File: src/rtl/int2float_pkg.sv
// Shared types and constants for the int32 -> float32 scheduler.
package int2float_pkg;

    localparam int F32_BIAS   = 127;
    localparam int F32_EXP_W  = 8;
    localparam int F32_MANT_W = 23;
    localparam int INT_W      = 32;

    // IEEE-754 single precision, MSB first so the packed value is the raw bit pattern.
    typedef struct packed {
        logic                  sign;
        logic [F32_EXP_W-1:0]  exp;
        logic [F32_MANT_W-1:0] mant;
    } f32_t;

endpackage

File: src/rtl/int_to_float_core.sv
// Combinational int32 (two's complement) to float32 conversion.
// Mantissa is truncated toward zero; there is no rounding and no denormal path
// (every nonzero int32 is exactly representable in exponent range).
module int_to_float_core
    import int2float_pkg::*;
(
    input  logic [INT_W-1:0] int_i,
    output f32_t             flt_o
);

    logic             sign;
    logic [INT_W-1:0] mag;
    logic [4:0]       lead;

    // Magnitude, leading-one position and field packing.
    always_comb begin
        sign  = int_i[INT_W-1];
        // 0x80000000 negates to itself, which read as unsigned is exactly 2^31.
        mag   = sign ? (~int_i + 32'd1) : int_i;
        lead  = 5'd0;
        for (int i = 0; i < INT_W; i++) begin
            if (mag[i]) begin
                lead = 5'(i);
            end
        end
        flt_o = '0;
        if (mag != '0) begin
            flt_o.sign = sign;
            flt_o.exp  = 8'(F32_BIAS) + {3'b000, lead};
            // Move the leading one to bit 31; bits 30..8 then form the mantissa and the
            // cast drops the implicit one.
            flt_o.mant = 23'((mag << (5'd31 - lead)) >> 8);
        end
    end

endmodule

File: src/rtl/int2float_rr_scheduler.sv
// Round-robin scheduler sharing one int32 -> float32 converter between N_REQ
// AXI-Stream producers. Results are queued in an output FIFO and tagged with
// the producing requester index on m_axis_tuser.
//
// Handshake semantics (both ports): a transfer happens on a rising edge where
// tvalid && tready are both high; a producer may drop tvalid without a transfer,
// in which case it is simply not granted. s_axis_tready is one-hot on the
// arbitration winner, depends only on tvalid, internal state and areset, and never
// on m_axis_tready.
module int2float_rr_scheduler
    import int2float_pkg::*;
#(
    parameter int N_REQ      = 4,
    parameter int ID_W       = 2,
    parameter int FIFO_DEPTH = 4
) (
    input  logic                        aclk,
    input  logic                        areset,
    input  logic [N_REQ*INT_W-1:0]      s_axis_tdata,
    input  logic [N_REQ-1:0]            s_axis_tvalid,
    output logic [N_REQ-1:0]            s_axis_tready,
    output logic [INT_W-1:0]            m_axis_tdata,
    output logic [ID_W-1:0]             m_axis_tuser,
    output logic                        m_axis_tvalid,
    input  logic                        m_axis_tready,
    output logic [$clog2(FIFO_DEPTH):0] fifo_level
);

    localparam int PTR_W = $clog2(FIFO_DEPTH);
    localparam int LVL_W = PTR_W + 1;

    typedef struct packed {
        logic [ID_W-1:0] id;
        f32_t            flt;
    } fifo_entry_t;

    // Arbitration state and S1 register
    logic [ID_W-1:0]  rr_ptr_q, rr_ptr_d;
    logic             s1_valid_q;
    logic [ID_W-1:0]  s1_id_q;
    logic [INT_W-1:0] s1_data_q;
    f32_t             s1_flt;

    // Output FIFO
    fifo_entry_t      mem_q [FIFO_DEPTH];
    logic [PTR_W-1:0] wr_ptr_q, rd_ptr_q;
    logic [LVL_W-1:0] level_q;
    fifo_entry_t      head;

    // Arbiter signals
    logic             issue_ok;
    logic             hi_found, lo_found;
    logic [ID_W-1:0]  hi_id, lo_id;
    logic [ID_W-1:0]  winner;
    logic             grant;
    logic [INT_W-1:0] win_data;
    logic             push, pop;

    // Credit: entries already in the FIFO plus the one in S1 must leave room.
    // A pop in the same cycle is deliberately not counted as freed space.
    assign issue_ok = (int'(level_q) + int'(s1_valid_q)) < FIFO_DEPTH;

    // Round-robin search: first valid at or above rr_ptr, else the lowest valid overall.
    always_comb begin
        hi_found = 1'b0;
        lo_found = 1'b0;
        hi_id    = '0;
        lo_id    = '0;
        // Descending scan so the last hit is the lowest index in each class.
        for (int j = N_REQ - 1; j >= 0; j--) begin
            if (s_axis_tvalid[ID_W'(j)]) begin
                lo_found = 1'b1;
                lo_id    = ID_W'(j);
                if (j >= int'(rr_ptr_q)) begin
                    hi_found = 1'b1;
                    hi_id    = ID_W'(j);
                end
            end
        end
        winner = hi_found ? hi_id : lo_id;
        grant  = lo_found && issue_ok && !areset;
    end

    // One-hot ready on the winner and data select for the S1 capture.
    always_comb begin
        s_axis_tready = '0;
        win_data      = '0;
        for (int j = 0; j < N_REQ; j++) begin
            if (ID_W'(j) == winner) begin
                s_axis_tready[j] = grant;
                win_data         = s_axis_tdata[j*INT_W +: INT_W];
            end
        end
    end

    // Pointer advances past the winner only when a transfer actually happens.
    always_comb begin
        rr_ptr_d = rr_ptr_q;
        if (grant) begin
            rr_ptr_d = (winner == ID_W'(N_REQ - 1)) ? '0 : winner + ID_W'(1);
        end
    end

    // S1 register: holds the granted integer for one cycle while it is converted.
    always_ff @(posedge aclk) begin
        if (areset) begin
            rr_ptr_q   <= '0;
            s1_valid_q <= 1'b0;
            s1_id_q    <= '0;
            s1_data_q  <= '0;
        end else begin
            rr_ptr_q   <= rr_ptr_d;
            s1_valid_q <= grant;
            if (grant) begin
                s1_id_q   <= winner;
                s1_data_q <= win_data;
            end
        end
    end

    int_to_float_core u_core (
        .int_i (s1_data_q),
        .flt_o (s1_flt)
    );

    assign push = s1_valid_q;
    assign pop  = m_axis_tvalid && m_axis_tready;

    // FIFO pointers and level; pointers wrap naturally since FIFO_DEPTH is a power of 2.
    always_ff @(posedge aclk) begin
        if (areset) begin
            wr_ptr_q <= '0;
            rd_ptr_q <= '0;
            level_q  <= '0;
        end else begin
            if (push) begin
                wr_ptr_q <= wr_ptr_q + PTR_W'(1);
            end
            if (pop) begin
                rd_ptr_q <= rd_ptr_q + PTR_W'(1);
            end
            case ({push, pop})
                2'b10:   level_q <= level_q + LVL_W'(1);
                2'b01:   level_q <= level_q - LVL_W'(1);
                default: level_q <= level_q;
            endcase
        end
    end

    // FIFO storage; contents need no reset because the level gates visibility.
    always_ff @(posedge aclk) begin
        if (push) begin
            mem_q[wr_ptr_q] <= '{id: s1_id_q, flt: s1_flt};
        end
    end

    assign head          = mem_q[rd_ptr_q];
    assign m_axis_tvalid = (level_q != '0);
    assign m_axis_tdata  = m_axis_tvalid ? head.flt : '0;
    assign m_axis_tuser  = m_axis_tvalid ? head.id  : '0;
    assign fifo_level    = level_q;

endmodule

File: config.mk
export PLATFORM = sky130hd
export DESIGN_NAME = int2float_rr_scheduler
export DESIGN_NICKNAME = d
export VERILOG_FILES = /design/src/rtl/int2float_pkg.sv /design/src/rtl/int_to_float_core.sv /design/src/rtl/int2float_rr_scheduler.sv
export SDC_FILE = /design/constraint.sdc
export NUM_CORES = 1
export LEC_CHECK = 0
export CAP_MARGIN = 0
export CORE_MARGIN = 10
export CORE_UTILIZATION = 59
export CTS_BUF_LIST = sky130_fd_sc_hd__clkbuf_4 sky130_fd_sc_hd__clkbuf_8 sky130_fd_sc_hd__clkbuf_16
export CTS_CLUSTER_SIZE = 24
export DETAILED_ROUTE_END_ITERATION = 8
export GPL_TIMING_DRIVEN = 0
export HOLD_SLACK_MARGIN = 0.06
export PLACE_DENSITY = 0.87
export SLEW_MARGIN = 20
export SYNTH_ARGS = -nofsm -noshare
export SYNTH_HDL_FRONTEND = slang
export SYNTH_SLANG_ARGS = --single-unit
File: constraint.sdc
create_clock -name aclk -period 6.9 [get_ports aclk]
set_input_delay 1.38 -clock aclk [delete_from_list [all_inputs] [get_ports aclk]]
set_output_delay 1.38 -clock aclk [all_outputs]
set_load 0.02 [all_outputs]
==> results.toml <==
[outcome]
status = "finished clean"

[finish]
final_cell_mix = "edfxtp_1, nor2_1, clkdlybuf4s50_1"
final_cells = 1446
areaGrowthSynthToFinish_pct = 18.3
drive_above_1_share_pct = 14.5
final_util_pct = 71.4
fillCellCount = 1399
final_area_mm2 = 0.0134
layout_commonest_cell = "edfxtp_1"
diodes = 0
finalNetCount = 1343

[sta]
hold_slack_ps = 522
timing.final.crit_share_pct = 79.0
drv_slew = 0
hold_viol = 0
max_freq_mhz = 183
clock_skew_ps = 16.6
setup-violations-final = 0
max_slew_margin_pct = 23.4
setup_ws_ps = 1450
min_period_ps = 5450
rsz0062_at_grt = "no"
worst_pin_slew_ps = 1140
fin_tns_setup_ps = 0

[pwr]
p_leak_nw = 4.57
combPwrFrac_pct = 56.9
p_per_area_mw_per_mm2 = 471
p_seq_share_pct = 26.8
intPower_mw = 3.53
p_clk_share_pct = 16.4
power_mw = 6.31
peakVddDrop_mv = 0.247
net-switching-power_mw = 2.78
switching_share_pct = 44.1

[setup_path]
path_max_fanout = 10
max_stage_delay_ps = 520
critPathLaunchType = "flop"
r2r_end = "mem_q[2][17]$_DFFE_PP_"
crit_top_cell = "clkbuf_1"
rrSetupSlack_ps = 1450
endpoint_kind = "flop"
criticalPathCategory = "flop to flop"
path_buf_inv = 5
rr_startpoint = "s1_data_q[31]$_SDFFE_PP0P_"
crit_path_start = "s1_data_q[31]$_SDFFE_PP0P_"
cp_slowest_cell = "clkbuf_1"
cp.depth = 14
r2r_cells = 14
crit_chain = "clkbuf_1 > clkbuf_1 > clkbuf_1 > o211ai_1 > a31oi_1 > o2111ai_2 > a211oi_4 > o21ai_4 > buf_6 > buf_2 > a221oi_1 > o221ai_1 > o211ai_1 > nand3_1"
crit_family = "compound AO/OA/AOI/OAI gates"
arrival_ps = 5590
crit_end = "mem_q[2][17]$_DFFE_PP_"
worstPathRequired_ps = 7040

[global_route]
grt_pass1_wl_um = 51100
grt_usage_pct = 26.2
grt_pass1_vias = 9270
grt_max_degree = 29
grt_overflow_total = 0
antenna_found_initial = 0

[synthesis]
synthSimpleGateAreaFrac_pct = 16.2
synth_edf_count = 132
muxShareOfSynthArea_pct = 14.4
yosysWarnings = 0
ys.flop_type = "edfxtp_1"
synth_top_area_share_pct = 35.0
syn_avg_cell_area_um2 = 10.6
async_reset_ff_share_pct = 0
syn_area_mm2 = 0.0113
synth_cell_types = 109
yosysTopAreaCell = "edfxtp_1"
synth_fa_ha_area_share_pct = 1.06
synth_compound_area_share_pct = 17.2
synth_top_family_by_area = "compound AO/OA/AOI/OAI gates"
ys_ff_latch = 176
synth_xor_area_share_pct = 3.54
ys_seq_area_share_pct = 42.8
netlist_top_cells_area = "edfxtp_1, dfxtp_1, mux4_2"
netlist_instances = 1069

[cts]
numCtsBuffers = 17
clk_pin_slew_ps = 80
cts_sinks = 176
cts_root_buffer = "clkbuf_16"
cts_setup_buffers = 0
hold_buffers = 0
htreeDepth = 4
clk_latency_ps = 450
clockBufferDepth = 2
tritoncts = "yes"
post_cts_resized = 0

[floorplan]
dieArea_mm2 = 0.0251
rows = 50
initial_core_util_pct = 60.3
core_mm2 = 0.0188
die_h_um = 159
die_w_um = 159
io_pins = 177

[route]
vias_per_cell = 6.59
wl_per_cell_um = 22.7
vias = 9525
drt_iter0_markers = 1273
ant_nets = 0
wl_um = 32800
drc = 0
drtPass1Iterations = 6

[place]
routabilityCongestion = 1.02
dp.cells = 1414
numPortBuffers = 105
placed_cell_area_mm2 = 0.0128
hpwl_um = 24800
place_ws_ps = 1630

[job]
cap_violations = 0

[min_path]
hp-class = "flop to flop"
## power by group through the flow
stage / Combinational [mW] / Sequential (mW) / Clock [mW]
after floorplan: 2.38 / 1.69 / 0
after global placement: 3.43 / 1.70 / 0
after detailed placement: 3.50 / 1.72 / 0
after CTS: 3.52 / 1.69 / 1.04
after global routing: 3.82 / 1.71 / 1.08
final: 3.59 / 1.69 / 1.03
## cell usage after synthesis (24+ instances only)
library cell and count:
xnor2_1 30, and2_1 41, dfxtp_1 44, clkbuf_1 47, mux2i_1 72, edfxtp_1 132
buf_2 24, o21ai_0 35, mux4_2 33, nor2_1 108, nand2_1 54, a211oi_1 42
## per-layer routing
metal | vias to the layer above | GRT usage (%) | share of wire (%)
met5 | - | 0 | 0
met4 | 0 | 12.3 | 4.5
met3 | 121 | 4.56 | 7.7
met2 | 557 | 44.5 | 49
met1 | 4495 | 31.7 | 39
li1 | 4352 | - | -
## tightest hold or removal path: stages (launching register included)
cell and delay (ps):
dfxtp_1 340, o21ai_0 80, a21oi_1 60
## flip-flops by register name (all words and copies together), names as in the netlist, named ones only
register	count
fifo_level	3
wr_ptr_q	2
mem_q	132
push	1
rd_ptr_q	2
rr_ptr_q	2
s1_data_q	32
## area by class of cell
| type | instances | area, µm² | share of cell area (%) |
|---|---|---|---|
| Timing Repair Buffer | 109 | 1130 | 8.44 |
| Clock buffer | 17 | 425 | 3.17 |
| Multi-Input combinational cell | 777 | 5960 | 44.4 |
| Sequential cell | 176 | 4840 | 36.2 |
| Buffer | 94 | 439 | 3.28 |
| Clock inverter | 15 | 215 | 1.61 |
| Inverter | 24 | 95.1 | 0.710 |
| Tap cell | 234 | 293 | 2.19 |
## worst min-delay path by stage
stage	from	to	slack, ps	depth (start not counted)
after detailed placement	rr_ptr_q[0]$_SDFFE_PP0P_	rr_ptr_q[0]$_SDFFE_PP0P_	510	2
after global routing	s1_data_q[24]$_SDFFE_PP0P_	s1_data_q[24]$_SDFFE_PP0P_	550	2
final	fifo_level[2]$_SDFFE_PP0P_	fifo_level[2]$_SDFFE_PP0P_	520	2
after global placement	rr_ptr_q[0]$_SDFFE_PP0P_	rr_ptr_q[0]$_SDFFE_PP0P_	480	2
after CTS	fifo_level[2]$_SDFFE_PP0P_	fifo_level[2]$_SDFFE_PP0P_	520	2
after floorplan	rr_ptr_q[0]$_SDFFE_PP0P_	rr_ptr_q[0]$_SDFFE_PP0P_	460	2
## logic make-up (layout without fill, tap and decap cells)
group | after synthesis | in the layout
AND/OR/NAND/NOR | 345 | 345
multiplexers | 118 | 118
buffers and inverters | 118 | 259
flip-flops | 176 | 176
other | 1 | 3
AO/OA/AOI/OAI | 258 | 258
XOR/XNOR | 44 | 44
adder cells (fa/ha/maj) | 9 | 9
Power figures use the tool's default switching activity.
